===== src/rtl/ws2812_bit_decoder_ctrl_pkg.sv =====
// Purpose: shared types and default thresholds for the WS2812 bit decoder controller.
// Latency: n/a (types and constants only).
// Backpressure: n/a.
package ws2812_bit_decoder_ctrl_pkg;

   localparam int PIXEL_W          = 24;   // GRB word width
   localparam int CNT_W            = 10;   // pulse-width counter width
   localparam int DEF_CE_DIV       = 5;    // 100 ns tick at 50 MHz
   localparam int DEF_BIT_THRESH   = 5;
   localparam int DEF_MAX_HIGH     = 12;
   localparam int DEF_RESET_TICKS  = 400;

   typedef logic [PIXEL_W-1:0] pixel_t;

   typedef struct packed {
      logic rising;
      logic falling;
   } edges_t;

   typedef struct packed {
      logic [CNT_W-1:0] counter;
   } decoder_input_t;

   typedef enum logic [1:0] {SYNC, IDLE, HIGH, LOW} dec_state_e;

endpackage


===== src/rtl/ws2812_bit_decoder_ctrl_if.sv =====
// Purpose: pixel valid/ready channel from the decoder controller to the pixel consumer.
// Latency: n/a (wiring only).
// Backpressure: consumer drives pixel_ready; producer holds pixel stable while valid && !ready.
// Ports: pixel (GRB word), pixel_valid, pixel_ready; master = producer, slave = consumer.
interface ws2812_bit_decoder_ctrl_if;
   import ws2812_bit_decoder_ctrl_pkg::*;

   pixel_t pixel;
   logic   pixel_valid;
   logic   pixel_ready;

   modport master (output pixel, output pixel_valid, input  pixel_ready);
   modport slave  (input  pixel, input  pixel_valid, output pixel_ready);

endinterface


===== src/rtl/ws2812_tick_gen.sv =====
// Purpose: count-enable prescaler for the pulse-width counter, restarted by any line edge.
// Latency: o_count_enable is combinational from the prescaler register; first tick CE_DIV-1 cycles after restart.
// Backpressure: none.
// Ports: i_clk, i_reset_n, i_restart (any edge flag), o_count_enable.
module ws2812_tick_gen #(
   parameter int CE_DIV = 5
) (
   input  logic i_clk,
   input  logic i_reset_n,
   input  logic i_restart,
   output logic o_count_enable
);

   localparam int              PRE_W    = $clog2(CE_DIV);
   localparam logic [PRE_W-1:0] PRE_LAST = PRE_W'(CE_DIV - 1);

   logic [PRE_W-1:0] pre;

   // Restarting on every edge aligns tick phase to the edge, so a phase of
   // N clocks reads back as floor((N-1)/CE_DIV) ticks.
   always_ff @(posedge i_clk or negedge i_reset_n) begin
      if (!i_reset_n) begin
         pre <= '0;
      end else if (i_restart || pre == PRE_LAST) begin
         pre <= '0;
      end else begin
         pre <= pre + PRE_W'(1);
      end
   end

   assign o_count_enable = (pre == PRE_LAST);

endmodule


===== src/rtl/ws2812_bit_decoder_ctrl.sv =====
// Purpose: classify WS2812 high pulses into bits, assemble 24-bit GRB pixels, detect reset gaps.
// Latency: pixel valid one cycle after the 24th falling edge; frame_end/error one cycle after the cause.
// Backpressure: one-entry output buffer; a new pixel arriving while valid && !ready is dropped and flagged.
// Ports: i_clk, i_reset_n, i_edges, i_decoder_input (tick count), o_count_enable,
//        pix (pixel channel, master), o_frame_end, o_error.
module ws2812_bit_decoder_ctrl
   import ws2812_bit_decoder_ctrl_pkg::*;
#(
   parameter int CE_DIV      = DEF_CE_DIV,
   parameter int BIT_THRESH  = DEF_BIT_THRESH,
   parameter int MAX_HIGH    = DEF_MAX_HIGH,
   parameter int RESET_TICKS = DEF_RESET_TICKS
) (
   input  logic                         i_clk,
   input  logic                         i_reset_n,
   input  edges_t                       i_edges,
   input  decoder_input_t               i_decoder_input,
   output logic                         o_count_enable,
   ws2812_bit_decoder_ctrl_if.master    pix,
   output logic                         o_frame_end,
   output logic                         o_error
);

   localparam logic [CNT_W-1:0] C_THRESH = CNT_W'(BIT_THRESH);
   localparam logic [CNT_W-1:0] C_MAX    = CNT_W'(MAX_HIGH);
   localparam logic [CNT_W-1:0] C_STUCK  = CNT_W'(MAX_HIGH + 1);
   localparam logic [CNT_W-1:0] C_GAP    = CNT_W'(RESET_TICKS);
   localparam logic [4:0]       LAST_BIT = 5'(PIXEL_W - 1);

   dec_state_e       state;
   logic [4:0]       bit_cnt;
   pixel_t           shift;

   logic [CNT_W-1:0] c;
   logic             rise;
   logic             fall;
   logic             bit_val;
   pixel_t           shift_next;
   logic             good_fall;
   logic             load;
   logic             accept;

   ws2812_tick_gen #(.CE_DIV(CE_DIV)) u_tick_gen (
      .i_clk          (i_clk),
      .i_reset_n      (i_reset_n),
      .i_restart      (i_edges.rising | i_edges.falling),
      .o_count_enable (o_count_enable)
   );

   assign c          = i_decoder_input.counter;
   assign rise       = i_edges.rising;
   assign fall       = i_edges.falling;
   assign bit_val    = (c >= C_THRESH);
   assign shift_next = {shift[PIXEL_W-2:0], bit_val};

   // A falling edge that ends a legal-width high pulse; the 24th one completes a pixel.
   assign good_fall  = (state == HIGH) && fall && !rise && (c != '0) && (c <= C_MAX);
   assign load       = good_fall && (bit_cnt == LAST_BIT);
   assign accept     = pix.pixel_valid && pix.pixel_ready;

   always_ff @(posedge i_clk or negedge i_reset_n) begin
      if (!i_reset_n) begin
         state           <= SYNC;
         bit_cnt         <= '0;
         shift           <= '0;
         pix.pixel       <= '0;
         pix.pixel_valid <= 1'b0;
         o_frame_end     <= 1'b0;
         o_error         <= 1'b0;
      end else begin
         o_frame_end <= 1'b0;
         o_error     <= 1'b0;

         // Output buffer: overflow drops the new word and keeps the held one stable.
         if (load) begin
            if (!pix.pixel_valid || pix.pixel_ready) begin
               pix.pixel       <= shift_next;
               pix.pixel_valid <= 1'b1;
            end else begin
               o_error <= 1'b1;
            end
         end else if (accept) begin
            pix.pixel_valid <= 1'b0;
         end

         if (rise && fall) begin
            o_error <= 1'b1;
            state   <= SYNC;
            bit_cnt <= '0;
            shift   <= '0;
         end else begin
            case (state)
               SYNC: begin
                  // Wait for a quiet line long enough to be a reset gap; no frame_end here.
                  if (!rise && !fall && c >= C_GAP) state <= IDLE;
               end
               IDLE: begin
                  if (rise) begin
                     state <= HIGH;
                  end else if (fall) begin
                     o_error <= 1'b1;
                     state   <= SYNC;
                     bit_cnt <= '0;
                     shift   <= '0;
                  end
               end
               HIGH: begin
                  if (good_fall) begin
                     shift   <= shift_next;
                     bit_cnt <= load ? 5'd0 : bit_cnt + 5'd1;
                     state   <= LOW;
                  end else if (rise || fall || c >= C_STUCK) begin
                     // Covers zero/over-long pulses, a stray rising edge and a stuck-high line.
                     o_error <= 1'b1;
                     state   <= SYNC;
                     bit_cnt <= '0;
                     shift   <= '0;
                  end
               end
               LOW: begin
                  if (rise) begin
                     state <= HIGH;
                  end else if (!fall && c >= C_GAP) begin
                     state       <= IDLE;
                     o_frame_end <= 1'b1;
                     if (bit_cnt != '0) begin
                        // Frame ended mid-pixel: discard the partial word.
                        o_error <= 1'b1;
                        bit_cnt <= '0;
                        shift   <= '0;
                     end
                  end
               end
               default: begin
                  state   <= SYNC;
                  bit_cnt <= '0;
                  shift   <= '0;
               end
            endcase
         end
      end
   end

endmodule

===== src/flat_wrapper.sv =====
// flat-port wrapper written by rule: the top's interface ports become plain ports
module ws2812_bit_decoder_ctrl_flat import ws2812_bit_decoder_ctrl_pkg::*;
#(
   parameter int CE_DIV      = DEF_CE_DIV,
   parameter int BIT_THRESH  = DEF_BIT_THRESH,
   parameter int MAX_HIGH    = DEF_MAX_HIGH,
   parameter int RESET_TICKS = DEF_RESET_TICKS
)
  (i_clk, i_reset_n, i_edges, i_decoder_input, o_count_enable, o_frame_end, o_error, pix_pixel, pix_pixel_valid, pix_pixel_ready);
  ws2812_bit_decoder_ctrl_if pix_i ();
  input  logic i_clk;
  input  logic i_reset_n;
  input  edges_t i_edges;
  input  decoder_input_t i_decoder_input;
  output logic o_count_enable;
  output logic o_frame_end;
  output logic o_error;
  output wire logic [$bits(pix_i.pixel)-1:0] pix_pixel;
  output wire logic [$bits(pix_i.pixel_valid)-1:0] pix_pixel_valid;
  input wire logic [$bits(pix_i.pixel_ready)-1:0] pix_pixel_ready;
  assign pix_pixel = pix_i.pixel;
  assign pix_pixel_valid = pix_i.pixel_valid;
  assign pix_i.pixel_ready = pix_pixel_ready;
  ws2812_bit_decoder_ctrl #(.CE_DIV(CE_DIV), .BIT_THRESH(BIT_THRESH), .MAX_HIGH(MAX_HIGH), .RESET_TICKS(RESET_TICKS)) u_core (.i_clk(i_clk), .i_reset_n(i_reset_n), .i_edges(i_edges), .i_decoder_input(i_decoder_input), .o_count_enable(o_count_enable), .pix(pix_i), .o_frame_end(o_frame_end), .o_error(o_error));
endmodule

===== config.mk =====
export PLATFORM = sky130hd
export DESIGN_NAME = ws2812_bit_decoder_ctrl_flat
export DESIGN_NICKNAME = d
export VERILOG_FILES = /design/src/rtl/ws2812_bit_decoder_ctrl_pkg.sv /design/src/rtl/ws2812_bit_decoder_ctrl_if.sv /design/src/rtl/ws2812_tick_gen.sv /design/src/rtl/ws2812_bit_decoder_ctrl.sv /design/src/flat_wrapper.sv
export SDC_FILE = /design/constraint.sdc
export NUM_CORES = 1
export LEC_CHECK = 0
export ABC_AREA = 0
export CAP_MARGIN = 10
export CORE_ASPECT_RATIO = 0.7
export CORE_MARGIN = 1
export CORE_UTILIZATION = 39
export DETAILED_ROUTE_END_ITERATION = 12
export PLACE_DENSITY = 0.62
export SETUP_SLACK_MARGIN = 0.1
export SLEW_MARGIN = 20
export SYNTH_ARGS = -nofsm -noshare
export SYNTH_HDL_FRONTEND = slang
export SYNTH_HIERARCHICAL = 1
export SYNTH_SLANG_ARGS = --single-unit

===== constraint.sdc =====
create_clock -name i_clk -period 3.3 [get_ports i_clk]
set_input_delay 0.66 -clock i_clk [delete_from_list [all_inputs] [get_ports i_clk]]
set_output_delay 0.66 -clock i_clk [all_outputs]
set_load 0.005 [all_outputs]

==> run_results.csv, run 1 <==
group,metric,value,unit
drt,via_per_inst,5.23,
drt,drt_iter0_markers,114,
clock_network,clock_sinks,60,
global_routing,grt_pass1_vias,1703,
place,post-place-ws,0.362,ns
yosys,syn_nets,212,
clock_network,cts_made_buffers,9,
yosys,ys_seq_area_share,58.7,%
sta,setup_viol,0,
yosys,yosysUniqueCellTypes,46,
sta,worst_slew_pin_slew,0.517,ns
yosys,ys.warnings.count,6,
power,power_frac_seq,48.7,%
yosys,synth_area_per_cell,13.3,µm²
sta,rsz0062_at_grt,"false",
floorplanning,pin_count,43,
floorplanning,die_y,69.8,µm
worst_setup_path,cp-end-kind,"register",
drt,wl_per_cell,14.5,µm
status,status,"finished clean",
global_routing,grt_pass1_wl,8260,µm
yosys,synthCells,193,
worst_setup_path,arrival,2.81,ns
drt,antenna_left,0,
place,port_buffers,42,
clock_network,cts_post_setup_buffers_inserted,0,
clock_network,cts_tree,"built",
drt,vias,1717,
yosys,synth_area,2560,µm²
drt,drc,0,
sta,hold_viol_final,0,
layout,area_growth,28.1,%
sta,skew,0.00812,ns
clock_network,clk_path_buf_depth,2,
place,gp_congestion,0.782,
sta,timing.slew.headroom,65.5,%
sta,slew_viol_final,0,
layout,stdcell_count,328,
power,power-per-cell-area,479,nW/µm²
sta,fin_setup_tns,0,ns
clock_network,clk_pin_slew,0.06,ns
layout,drive_gt1_share,22.0,%
worst_setup_path,cp_max_fo,14,
power,netSwitchingFraction,23.6,%
yosys,synth_seq_cells,60,
clock_network,clk_latency,0.33,ns
yosys,synth-edff-count,0,
global_routing,antenna_found_initial,0,
global_routing,grt_max_degree,39,
global_routing,grt_overflow,0,
yosys,synth_ff_type,"dfrtp_1",
power,power.leakage,1.52,nW
floorplanning,num_rows,24,
layout,antenna-diode-count,0,
power,power_switching,371,µW
clock_network,holdBufCountCts,0,
floorplanning,die_w,98.8,µm
clock_network,cts_max_level,3,
floorplanning,core_area,6280,µm²
sta,max_freq,386,MHz
place,dp_cells,312,
worst_hold_path,hold_path.class,"in2async",
drt,drt-total-wl,4750,µm
power,pwr-share-clk,41.9,%
power,p_comb_share,9.4,%
layout,final_cell_mix,"dfrtp_1 (60), clkdlybuf4s50_1 (41), mux2_2 (24), a22o_1 (24), clkbuf_8 (11)",
floorplanning,dieArea,6890,µm²
floorplanning,initial_core_util,40.8,%
sta,final.period_utilization,78.6,%
place,dp_hpwl,3140,µm
drt,drt_pre_antenna_iters,4,
clock_network,root_buffer,"clkbuf_8",
clock_network,cts_resized,0,
worst_setup_path,crit_required,3.52,ns
layout,layout_commonest_cell,"dfrtp_1",
sta,period_needed,2.59,ns
flow_run,drv_cap,0,
layout,layout.nets,264,
yosys,async_flop_share,100,%
global_routing,grt_use_total,15.8,%
layout,fin_util,52.2,%
sta,worst_slack,0.708,ns
power,vdd_drop_max,250,µV
worst_setup_path,crit_type,"in2reg",
worst_setup_path,crit_path_start_kind,"input port",
power,p_int,1.20,mW
## cell usage after synthesis (2+ instances only)
cell      count  share of area (%)
o211ai_1      2               0.59
nor2_1        6               0.88
mux2_2       24                 11
nor3_1        4               0.78
nand2_1       7                1.0
inv_1         6               0.88
dfrtp_1      60                 59
buf_2         2               0.39
buf_6         2               0.88
buf_4         2               0.59
clkbuf_1      2               0.29
o21ai_0       5               0.98
nor4b_1       2               0.68
a21o_1        3               0.88
a211oi_1      3               0.88
nand4b_1      3                1.0
nand3_1       4               0.78
ha_1          4                2.0
a21oi_1       2               0.39
a22o_1       24                8.2
## power groups by stage
stage	clock network, mW	registers (mW)	logic [mW]
2_1_floorplan	0	0.776	0.0776
3_3_place_gp	0	0.778	0.147
3_5_place_dp	0	0.777	0.148
4_1_cts	0.679	0.764	0.148
5_1_grt	0.709	0.765	0.163
6_report	0.657	0.764	0.147
## metrics by stage
step | cell area [µm²] | power (mW) | hold WS, ns
final | 3280 | 1.57 | 0.296
after global routing | 3280 | 1.64 | 0.323
after CTS | 3280 | 1.59 | 0.297
after detailed placement | 3080 | 0.925 | 0.460
after global placement | 3080 | 0.926 | 0.456
after floorplan | 2560 | 0.853 | 0.364
## worst paths after layout
kind                       cells after the start                     start                        to  slack (ns)
max                                            6        i_decoder_input[3]      u_core/pix.pixel[16]        0.71
min                                            1                 i_reset_n  u_core/u_tick_gen/pre[2]        0.30
max reg2reg                                    5           u_core/state[0]      u_core/pix.pixel[16]        1.04
min reg2reg                                    1  u_core/u_tick_gen/pre[0]  u_core/u_tick_gen/pre[0]        0.47
max in group asynchronous                      2                 i_reset_n           u_core/shift[2]        2.13
min in group i_clk                             1  u_core/u_tick_gen/pre[0]  u_core/u_tick_gen/pre[0]        0.47
## metal layers
layer / global-route usage, % / wire length (µm) / vias up
met2: 21.0 / 1920 / 37
met1: 23.1 / 2560 / 843
met3: 6.25 / 211 / 7
met5: 0 / 0 / -
met4: 5.47 / 64 / 0
li1: - / - / 830
## critical path, cell delays in order
cell,delay (ns)
clkdlybuf4s50_1,0.53
nor4_1,0.08
or4b_1,0.69
nor3_4,0.24
buf_4,0.26
mux2_2,0.36
## kinds of logic after synthesis
logic type	synth area share, %
buffers and inverters	3.03
adder cells (fa/ha/maj)	1.96
XOR/XNOR	0.342
multiplexers	10.6
AND/OR/NAND/NOR	11.2
AO/OA/AOI/OAI	14.3
flip-flops	58.7
## flip-flops by register name, summed over array words and instances (netlist names)
signal,count
u_core/pix.pixel,24
u_core/shift,23
u_core/bit_cnt,5
u_core/u_tick_gen/pre,3
u_core/state,2
u_core/o_error,1
u_core/o_frame_end,1
u_core/pix.pixel_valid,1
## final cells by class
cell class	instances	area [µm²]
fillers	543	3000
flip-flops and latches	60	1500
multi-input cells	119	986
repair buffers	49	468
clock buffers	12	155
well taps	78	97.6
clock inverters	4	47.5
inverters	6	22.5
No activity file was read; power rests on OpenSTA's default activity.
==> run 2: changes to the inputs <==
- PLACE_DENSITY: 0.62 -> 0.64
- clock period: 3.3 -> 2.1 ns (I/O delays scaled with it)
==> run 2 against run 1 <==
Global-route usage increased by 1.7 points. First-iteration DRC count grew 12%. Non-clock buffer count rose by 20. Largest cell class unchanged. Highest routed layer unchanged.
==> run_results.csv, run 2 (same netlist as run 1, synthesis figures left out) <==
group,metric,value,unit
global_routing,grt_max_degree,61,
layout,stdcell_count,348,
drt,dr.max_layer_used,"met4",
place,gp_congestion,0.836,
drt,drc,0,
worst_setup_path,cpPeakStageDelay,0.54,ns
layout,area_growth,40.1,%
status,status,"finished clean",
place,port_buffers,42,
worst_setup_path,worstRegToRegCells,6,
clock_network,clock_sinks,60,
flow_run,drv_cap,0,
sta,max_freq,505,MHz
place,dp_cells,327,
sta,slew_viol_final,0,
floorplanning,pin_count,43,
drt,antenna_left,0,
clock_network,cts_made_buffers,9,
floorplanning,core_area,6280,µm²
floorplanning,initial_core_util,40.8,%
drt,wl_met3,224,µm
global_routing,antenna_found_initial,0,
worst_setup_path,crit_required,2.31,ns
sta,timing.slew.headroom,76.6,%
layout,largest_register_ffs,24,
global_routing,grt_overflow,0,
floorplanning,die_w,98.8,µm
worst_setup_path,reg2reg_to,"u_core/pix.pixel[2]",
power,finalPower,2.53,mW
floorplanning,num_rows,24,
place,dpl_cell_area,3220,µm²
place,dp_hpwl,3280,µm
layout,layout.nets,284,
worst_setup_path,worstPathCellList,"nand2b_4 -> or4b_4 -> nor3_4 -> buf_6 -> buf_6 -> mux2_4",
sta,rsz0062_at_grt,"true",
layout,fin_util,57.1,%
worst_setup_path,cp_max_fo,5,
sta,worst_slew_pin_slew,0.346,ns
worst_setup_path,arrival,2.19,ns
drt,met1Wirelength,2850,µm
drt,drt_iter0_markers,128,
layout,antenna-diode-count,0,
worst_setup_path,rrSetupSlack,0.12,ns
layout,postLayoutCellArea,3580,µm²
sta,skew,0.00558,ns
clock_network,cts_tree,"built",
worst_setup_path,crit_path_start_kind,"register",
worst_setup_path,cp-end-kind,"register",
worst_setup_path,crit_top_cell,"buf_6",
layout,top_register,"u_core/pix.pixel",
drt,via_per_inst,5.18,
global_routing,grt_use_total,17.5,%
clock_network,clk_path_buf_depth,2,
drt,wl_met2,2220,µm
layout,layout_commonest_cell,"dfrtp_1",
sta,final.period_utilization,94.3,%
clock_network,root_buffer,"clkbuf_8",
worst_setup_path,reg2reg_from,"u_core/state[0]",
sta,period_needed,1.98,ns
sta,hold_viol_final,0,
layout,final_cell_mix,"dfrtp_1 (58), clkdlybuf4s50_1 (36), a22o_1 (24)",
worst_setup_path,crit_type,"reg2reg",
worst_hold_path,hold_path.class,"in2async",
clock_network,clk_pin_slew,0.07,ns
drt,vias,1802,
drt,drt_pre_antenna_iters,6,
drt,wl_per_cell,15.4,µm
floorplanning,dieArea,6890,µm²
power,power.leakage,1.65,nW
clock_network,clk_latency,0.33,ns
layout,reg_top3,"u_core/pix.pixel x24, u_core/shift x23, u_core/bit_cnt x5",
drt,drt-total-wl,5350,µm
power,power-per-cell-area,706,nW/µm²
clock_network,cts_max_level,3,
global_routing,grt_pass1_vias,1760,
worst_setup_path,cp_slowest_cell,"or4b_4",
global_routing,grt_pass1_wl,9170,µm
layout,drive_gt1_share,31.1,%
floorplanning,die_y,69.8,µm
sta,setup_viol,0,
power,vdd_drop_max,316,µV
run 2: cell count changes in the layout (fill, tap and decap cells not counted), moves of 2 or more:
cell,previous run,this run
mux2_2,24,5
mux2_4,0,19
buf_4,7,20
clkdlybuf4s50_1,41,36
dlygate4sd2_1,0,5
buf_12,0,4
buf_6,0,2
clkinv_2,2,4
dfrtp_1,60,58
dfrtp_2,0,2
nor3_1,4,2
nor3_2,0,2
run 2: what timing repair did:
| action | in CTS | in global routing |
|---|---|---|
| cloned | 2 | 0 |
| pin swaps | 2 | 1 |
| hold buffers | 0 | 0 |
| gates resized for setup | 32 | 11 |
| setup buffers | 2 | 1 |
| endpoints found under the setup margin | 25 | 49 |
run 2: worst max path at each step:
| stage | endpoint | slack (ns) | startpoint |
|---|---|---|---|
| 6_report | u_core/pix.pixel[2] | 0.12 | u_core/state[0] |
| 5_1_grt | u_core/pix.pixel[1] | 0.06 | u_core/state[0] |
| 4_1_cts | u_core/pix.pixel[22] | 0.04 | u_core/state[0] |
| 3_5_place_dp | u_core/pix.pixel[22] | -0.37 | i_decoder_input[0] |
| 3_3_place_gp | u_core/pix.pixel[17] | -0.33 | i_decoder_input[0] |
| 2_1_floorplan | u_core/pix.pixel[10] | 0.05 | u_core/state[0] |
run 2: power by group:
part | internal (mW) | switching [mW] | total, mW
sequential | 1.18 | 0.0175 | 1.20
clock | 0.604 | 0.430 | 1.03
combinational | 0.142 | 0.158 | 0.301
total | 1.92 | 0.606 | 2.53
run 2: final cells by class:
| class | instances | area (µm²) |
|---|---|---|
| Fill cell | 521 | 2690 |
| Sequential cell | 60 | 1500 |
| Multi-Input combinational cell | 119 | 1090 |
| Timing Repair Buffer | 69 | 669 |
| Clock buffer | 11 | 151 |
| Tap cell | 78 | 97.6 |
| Clock inverter | 5 | 50.0 |
| Inverter | 6 | 22.5 |
run 2: per-layer routing:
metal | track usage, % | up-vias
met3 | 5.65 | 5
met4 | 5.97 | 0
li1 | - | 866
met1 | 27.7 | 894
met2 | 22.0 | 37
met5 | 0 | -
run 2: stage by stage:
step / worst slack [ns] / hold WS [ns] / setup TNS [ns]
after floorplan: 0.0488 / 0.124 / 0
after global placement: -0.335 / 0.449 / -12.90
after detailed placement: -0.366 / 0.451 / -14.02
after CTS: 0.0395 / 0.0891 / 0
after global routing: 0.0575 / 0.0914 / 0
final: 0.119 / 0.0853 / 0
run 2: critical path: cells and delay by family, from the launching register on:
kind	cells	cell delay, ns
buffers and inverters	2	0.31
and+or+nand+nor	3	0.87
DFF	1	0.39
muxes	1	0.30
